## src/rtl/recon_scheduler_if.sv

```systemverilog
// recon_scheduler_if: upstream handshake and reconstructor control bundle for recon_scheduler.
interface recon_scheduler_if;
    logic        start;
    logic        res_valid;
    logic        res_ready;
    logic [1:0]  blk_type;
    logic        en_luma4x4;
    logic        en_chromab8x8;
    logic        en_chromar8x8;
    logic [31:0] mbnumber_luma4x4;
    logic [31:0] mbnumber_chroma8x8;
    logic        busy;
    logic        frame_done;
    modport master (
        input  start, res_valid,
        output res_ready, blk_type, en_luma4x4, en_chromab8x8, en_chromar8x8,
               mbnumber_luma4x4, mbnumber_chroma8x8, busy, frame_done
    );
    modport slave (
        output start, res_valid,
        input  res_ready, blk_type, en_luma4x4, en_chromab8x8, en_chromar8x8,
               mbnumber_luma4x4, mbnumber_chroma8x8, busy, frame_done
    );
endinterface

```

## src/rtl/recon_scheduler.sv

```systemverilog
// recon_scheduler: walks a frame in macroblock raster order issuing 16 luma 4x4 + Cb + Cr blocks,
// holding off RECON_LATENCY cycles after each issue so neighbours are saved before the next block.
module recon_scheduler #(
    parameter int WIDTH         = 1280,
    parameter int LENGTH        = 720,
    parameter int RECON_LATENCY = 3
) (
    input logic clk,
    input logic reset,
    recon_scheduler_if.master bus
);
    localparam int MBX = WIDTH / 16;
    localparam int MBY = LENGTH / 16;
    localparam int XW  = $clog2(MBX + 1);
    localparam int YW  = $clog2(MBY + 1);
    localparam int CW  = $clog2(RECON_LATENCY + 1);
    typedef enum logic [1:0] {IDLE, WAIT, ISSUE, DRAIN} state_t;
    state_t state, state_n;
    logic [XW-1:0] mbx;
    logic [YW-1:0] mby;
    logic [4:0]    sub;
    logic [CW-1:0] cnt;
    logic [31:0]   luma_idx, chroma_idx, mb_luma, mb_chroma;
    logic          last, drained, accept;
    assign luma_idx   = (32'(mby) * 32'd4 + 32'(sub[3:2])) * 32'(WIDTH / 4) + 32'(mbx) * 32'd4 + 32'(sub[1:0]);
    assign chroma_idx = 32'(mby) * 32'(MBX) + 32'(mbx);
    assign last       = sub == 5'd17 && mbx == XW'(MBX - 1) && mby == YW'(MBY - 1);
    assign drained    = state == DRAIN && cnt == CW'(1);
    assign accept     = state == WAIT && bus.res_valid;
    always_comb begin
        state_n = state;
        case (state)
            IDLE:    state_n = bus.start ? WAIT : IDLE;
            WAIT:    state_n = bus.res_valid ? ISSUE : WAIT;
            ISSUE:   state_n = DRAIN;
            default: state_n = !drained ? DRAIN : last ? IDLE : WAIT;
        endcase
    end
    assign bus.res_ready          = state == WAIT;
    assign bus.blk_type           = sub == 5'd16 ? 2'd1 : sub == 5'd17 ? 2'd2 : 2'd0;
    assign bus.en_luma4x4         = state == ISSUE && bus.blk_type == 2'd0;
    assign bus.en_chromab8x8      = state == ISSUE && bus.blk_type == 2'd1;
    assign bus.en_chromar8x8      = state == ISSUE && bus.blk_type == 2'd2;
    assign bus.mbnumber_luma4x4   = mb_luma;
    assign bus.mbnumber_chroma8x8 = mb_chroma;
    assign bus.busy               = state != IDLE;
    assign bus.frame_done         = drained && last;
    always_ff @(posedge clk) begin
        if (reset) begin
            state     <= IDLE;
            mbx       <= '0;
            mby       <= '0;
            sub       <= '0;
            cnt       <= '0;
            mb_luma   <= '0;
            mb_chroma <= '0;
        end else begin
            state <= state_n;
            if (state == IDLE && bus.start) begin
                mbx <= '0;
                mby <= '0;
                sub <= '0;
            end
            if (accept && sub < 5'd16)
                mb_luma <= luma_idx;
            if (accept && sub >= 5'd16)
                mb_chroma <= chroma_idx;
            cnt <= state == ISSUE ? CW'(RECON_LATENCY) : state == DRAIN ? cnt - CW'(1) : cnt;
            // The final Cr block leaves the counters parked; the next start clears them.
            if (drained && !last) begin
                sub <= sub == 5'd17 ? 5'd0 : sub + 5'd1;
                if (sub == 5'd17) begin
                    mbx <= mbx == XW'(MBX - 1) ? '0 : mbx + XW'(1);
                    if (mbx == XW'(MBX - 1))
                        mby <= mby + YW'(1);
                end
            end
        end
    end
endmodule
```

## src/flat_wrapper.sv

```systemverilog
// flat-port wrapper written by rule: the top's interface ports become plain ports
module recon_scheduler_flat 
#(
    parameter int WIDTH         = 1280,
    parameter int LENGTH        = 720,
    parameter int RECON_LATENCY = 3
)
  (clk, reset, bus_start, bus_res_valid, bus_res_ready, bus_blk_type, bus_en_luma4x4, bus_en_chromab8x8, bus_en_chromar8x8, bus_mbnumber_luma4x4, bus_mbnumber_chroma8x8, bus_busy, bus_frame_done);
  recon_scheduler_if bus_i ();
  input logic clk;
  input logic reset;
  input wire logic [$bits(bus_i.start)-1:0] bus_start;
  input wire logic [$bits(bus_i.res_valid)-1:0] bus_res_valid;
  output wire logic [$bits(bus_i.res_ready)-1:0] bus_res_ready;
  output wire logic [$bits(bus_i.blk_type)-1:0] bus_blk_type;
  output wire logic [$bits(bus_i.en_luma4x4)-1:0] bus_en_luma4x4;
  output wire logic [$bits(bus_i.en_chromab8x8)-1:0] bus_en_chromab8x8;
  output wire logic [$bits(bus_i.en_chromar8x8)-1:0] bus_en_chromar8x8;
  output wire logic [$bits(bus_i.mbnumber_luma4x4)-1:0] bus_mbnumber_luma4x4;
  output wire logic [$bits(bus_i.mbnumber_chroma8x8)-1:0] bus_mbnumber_chroma8x8;
  output wire logic [$bits(bus_i.busy)-1:0] bus_busy;
  output wire logic [$bits(bus_i.frame_done)-1:0] bus_frame_done;
  assign bus_i.start = bus_start;
  assign bus_i.res_valid = bus_res_valid;
  assign bus_res_ready = bus_i.res_ready;
  assign bus_blk_type = bus_i.blk_type;
  assign bus_en_luma4x4 = bus_i.en_luma4x4;
  assign bus_en_chromab8x8 = bus_i.en_chromab8x8;
  assign bus_en_chromar8x8 = bus_i.en_chromar8x8;
  assign bus_mbnumber_luma4x4 = bus_i.mbnumber_luma4x4;
  assign bus_mbnumber_chroma8x8 = bus_i.mbnumber_chroma8x8;
  assign bus_busy = bus_i.busy;
  assign bus_frame_done = bus_i.frame_done;
  recon_scheduler #(.WIDTH(WIDTH), .LENGTH(LENGTH), .RECON_LATENCY(RECON_LATENCY)) u_core (.clk(clk), .reset(reset), .bus(bus_i));
endmodule
```

## config.mk

```make
export PLATFORM = sky130hd
export DESIGN_NAME = recon_scheduler_flat
export DESIGN_NICKNAME = d
export VERILOG_FILES = /design/src/rtl/recon_scheduler_if.sv /design/src/rtl/recon_scheduler.sv /design/src/flat_wrapper.sv
export SDC_FILE = /design/constraint.sdc
export NUM_CORES = 1
export LEC_CHECK = 0
export CORE_ASPECT_RATIO = 1.2
export CORE_MARGIN = 2
export CORE_UTILIZATION = 41
export DETAILED_ROUTE_END_ITERATION = 10
export PLACE_DENSITY = 0.67
export SYNTH_ARGS = -nofsm -noshare
export SYNTH_HDL_FRONTEND = slang
export SYNTH_SLANG_ARGS = --single-unit
```

## constraint.sdc

```tcl
create_clock -name clk -period 3.3 [get_ports clk]
set_input_delay 0.825 -clock clk [delete_from_list [all_inputs] [get_ports clk]]
set_output_delay 0.825 -clock clk [all_outputs]
set_load 0.01 [all_outputs]
```

==> impl_metrics.tcl <==
set metrics [dict create \
    max_stage_delay_ps 570 \
    htreeDepth 2 \
    slew_viol_final 0 \
    p_leak_nw 1.48 \
    layout.nets 491 \
    finalHoldViolCount 0 \
    diodes 0 \
    post_synth.cell_area_avg_um2 8.13 \
    path_cells "ha_1 -> and3_1 -> nand4_1 -> nor2_1 -> clkdlybuf4s50_1" \
    maxCapViolations 0 \
    start_util_pct 41.9 \
    drtIter0Drc 114 \
    place_ws_ps 121 \
    status "finished clean" \
    cts_setup_buffers 0 \
    clk_path_buf_depth 2 \
    clkPwrFrac_pct 32.7 \
    synthArstFlopShare_pct 0 \
    period_share_pct 94.0 \
    routabilityCongestion 0.842 \
    ant_nets 0 \
    synth_warnings 0 \
    fin_worst_skew_ps 4.10 \
    antenna_found_initial 0 \
    synth_most_common_cell "dfxtp_1" \
    drc 0 \
    grt_usage_pct 16.6 \
    min_period_ps 3100 \
    via_per_inst 5.31 \
    fillers 804 \
    grt_max_degree 41 \
    synth.cell_area_um2 3400 \
    drive_gt1_share_pct 5.66 \
    hpwl_um 5540 \
    cp.required_ps 2470 \
    dieArea_um2 9040 \
    synth_edf_count 0 \
    max_slew_margin_pct 50.6 \
    rows 36 \
    holdPathStages 2 \
    io_buffers 43 \
    setup_viol 0 \
    ys_ff_latch 54 \
    clock-sinks 54 \
    root_buffer "clkbuf_8" \
    cts_resized 0 \
    max_freq_ghz 0.322 \
    via_count 2943 \
    pin_count 76 \
    areaGrowthSynthToFinish_pct 15.1 \
    worstSetupEndpointType "output port" \
    hp-class "reg2reg" \
    combPwrFrac_pct 9.0 \
    power_per_cell_area_nw_per_um2 295 \
    dr.pass1.iters 4 \
    ir_worst_vdd_v 0.000139 \
    cpMaxStageDelayCell "clkdlybuf4s50_1" \
    synthFlopType "dfxtp_1" \
    worst_pin_slew_ps 740 \
    numCtsBuffers 5 \
    synth_area_leaders "dfxtp_1, ha_1, buf_4" \
    dieWidth_um 87.1 \
    p_sw_share_pct 26.4 \
    worstPathMaxFanout 6 \
    p_sw_uw 304 \
    wl_um 7280 \
    worstSetupStartpointType "flop" \
    hold_buffers 0 \
    yosysSeqAreaShare_pct 31.8 \
    core_area_um2 8110 \
    p_int_uw 849 \
    worstSetupPathType "reg2out" \
    cts_tree "done" \
    reg2reg_depth 8 \
    cp.arrival_ps 2280 \
    grt_first_pass_wirelength_um 12400 \
    wl_per_cell_um 13.1 \
    fin_ws_ps 197 \
    synthCells 418 \
    yosysTopAreaCellShare_pct 31.8 \
    seq_power_share_pct 58.3 \
    rsz0062_at_grt "false" \
    clkLatencyLatePin_ps 310 \
    ys_types 51 \
    clk_transition_reported_paths_ps 100 \
    first_global_vias 2668 \
    die_h_um 104 \
    fin_setup_tns_ps 0 \
    grt.overflow.total 0 \
    yosys.area.top_type "dfxtp_1" \
    ys_top_cells_by_count "dfxtp_1, nand2_1, a21oi_1" \
]
==> power groups by stage <==
stage	registers (mW)	clock network [mW]	logic [mW]
after floorplan	0.685	0	0.0963
after global placement	0.687	0	0.101
after detailed placement	0.688	0	0.103
after CTS	0.673	0.390	0.103
after global routing	0.675	0.410	0.114
final	0.672	0.377	0.103
==> through the flow <==
step / hold WS (ps) / std cells / power (mW) / util (%) / instance area (um^2)
2_1_floorplan: 466 / 449 / 0.781 / - / 3520
3_3_place_gp: 443 / 546 / 0.788 / 47.0 / 3810
3_5_place_dp: 445 / 546 / 0.791 / 47.0 / 3810
4_1_cts: 459 / 554 / 1.17 / 48.1 / 3900
5_1_grt: 468 / 554 / 1.20 / 48.3 / 3910
6_report: 455 / 554 / 1.15 / 48.3 / 3910
==> placed cells by master, fill, tap and decap left out, types with 6 or more instances in the layout <==
master and n:
buf_4 10, inv_1 15, and3_1 8, a211oi_1 13
nor2_1 31, nand2_1 51, a21oi_1 40, nand3b_1 6
conb_1 32, clkdlybuf4s50_1 42, o21ai_0 12, xnor2_1 11
nor2b_1 6, ha_1 25, dfxtp_1 53, nand3_1 15
nor3_1 13
==> logic make-up (layout without fill, tap and decap cells) <==
family / Yosys count / in the layout / synth area share [%]
other: 1 / 32 / 0.110
AND/OR/NAND/NOR: 159 / 159 / 23.7
AO/OA/AOI/OAI: 91 / 91 / 16.7
multiplexers: 3 / 3 / 0.920
adder cells (fa/ha/maj): 29 / 29 / 11.6
buffers and inverters: 66 / 76 / 11.3
flip-flops: 54 / 54 / 31.8
XOR/XNOR: 15 / 15 / 3.86
==> critical path: cells and delay by family (launching register included) <==
family                     cells  cell delay, ps
adders and majority gates      1             220
and+or+nand+nor                3             740
DFF                            1             440
buffers and inverters          1             570
==> cell type report <==
class,instances,area (um^2),share of cell area [%]
Multi-Input combinational cell,329,2060,52.8
Clock inverter,3,21.3,0.544
Inverter,15,56.3,1.44
Tap cell,95,119,3.04
Timing Repair Buffer,53,500,12.8
Clock buffer,5,68.8,1.76
Sequential cell,54,1080,27.7
==> state kept, by name, indices dropped and copies added (netlist names) <==
| signal | flops |
|---|---|
| u_core.bus.mbnumber_chroma8x8 | 14 |
| u_core.bus.mbnumber_luma4x4 | 18 |
| u_core.cnt | 2 |
| u_core.mbx | 7 |
| u_core.mby | 6 |
| u_core.state | 2 |
| u_core.sub | 5 |
==> final timing paths <==
kind / start / to / slack (ps)
max: u_core.mbx[0] / bus_frame_done / 200
min: u_core.bus.mbnumber_chroma8x8[6] / u_core.bus.mbnumber_chroma8x8[6] / 450
max reg2reg: u_core.mby[1] / u_core.bus.mbnumber_luma4x4[15] / 210
min reg2reg: u_core.bus.mbnumber_chroma8x8[6] / u_core.bus.mbnumber_chroma8x8[6] / 450
==> routing by layer <==
metal / vias up / routed length, um / track usage, %
met1: 1371 / 3310 / 21.6
met4: 0 / 105 / 4.95
met2: 77 / 3560 / 28.5
met5: - / 0 / 0
li1: 1486 / - / -
met3: 9 / 304 / 1.99
No activity file was read; power rests on OpenSTA's default activity.
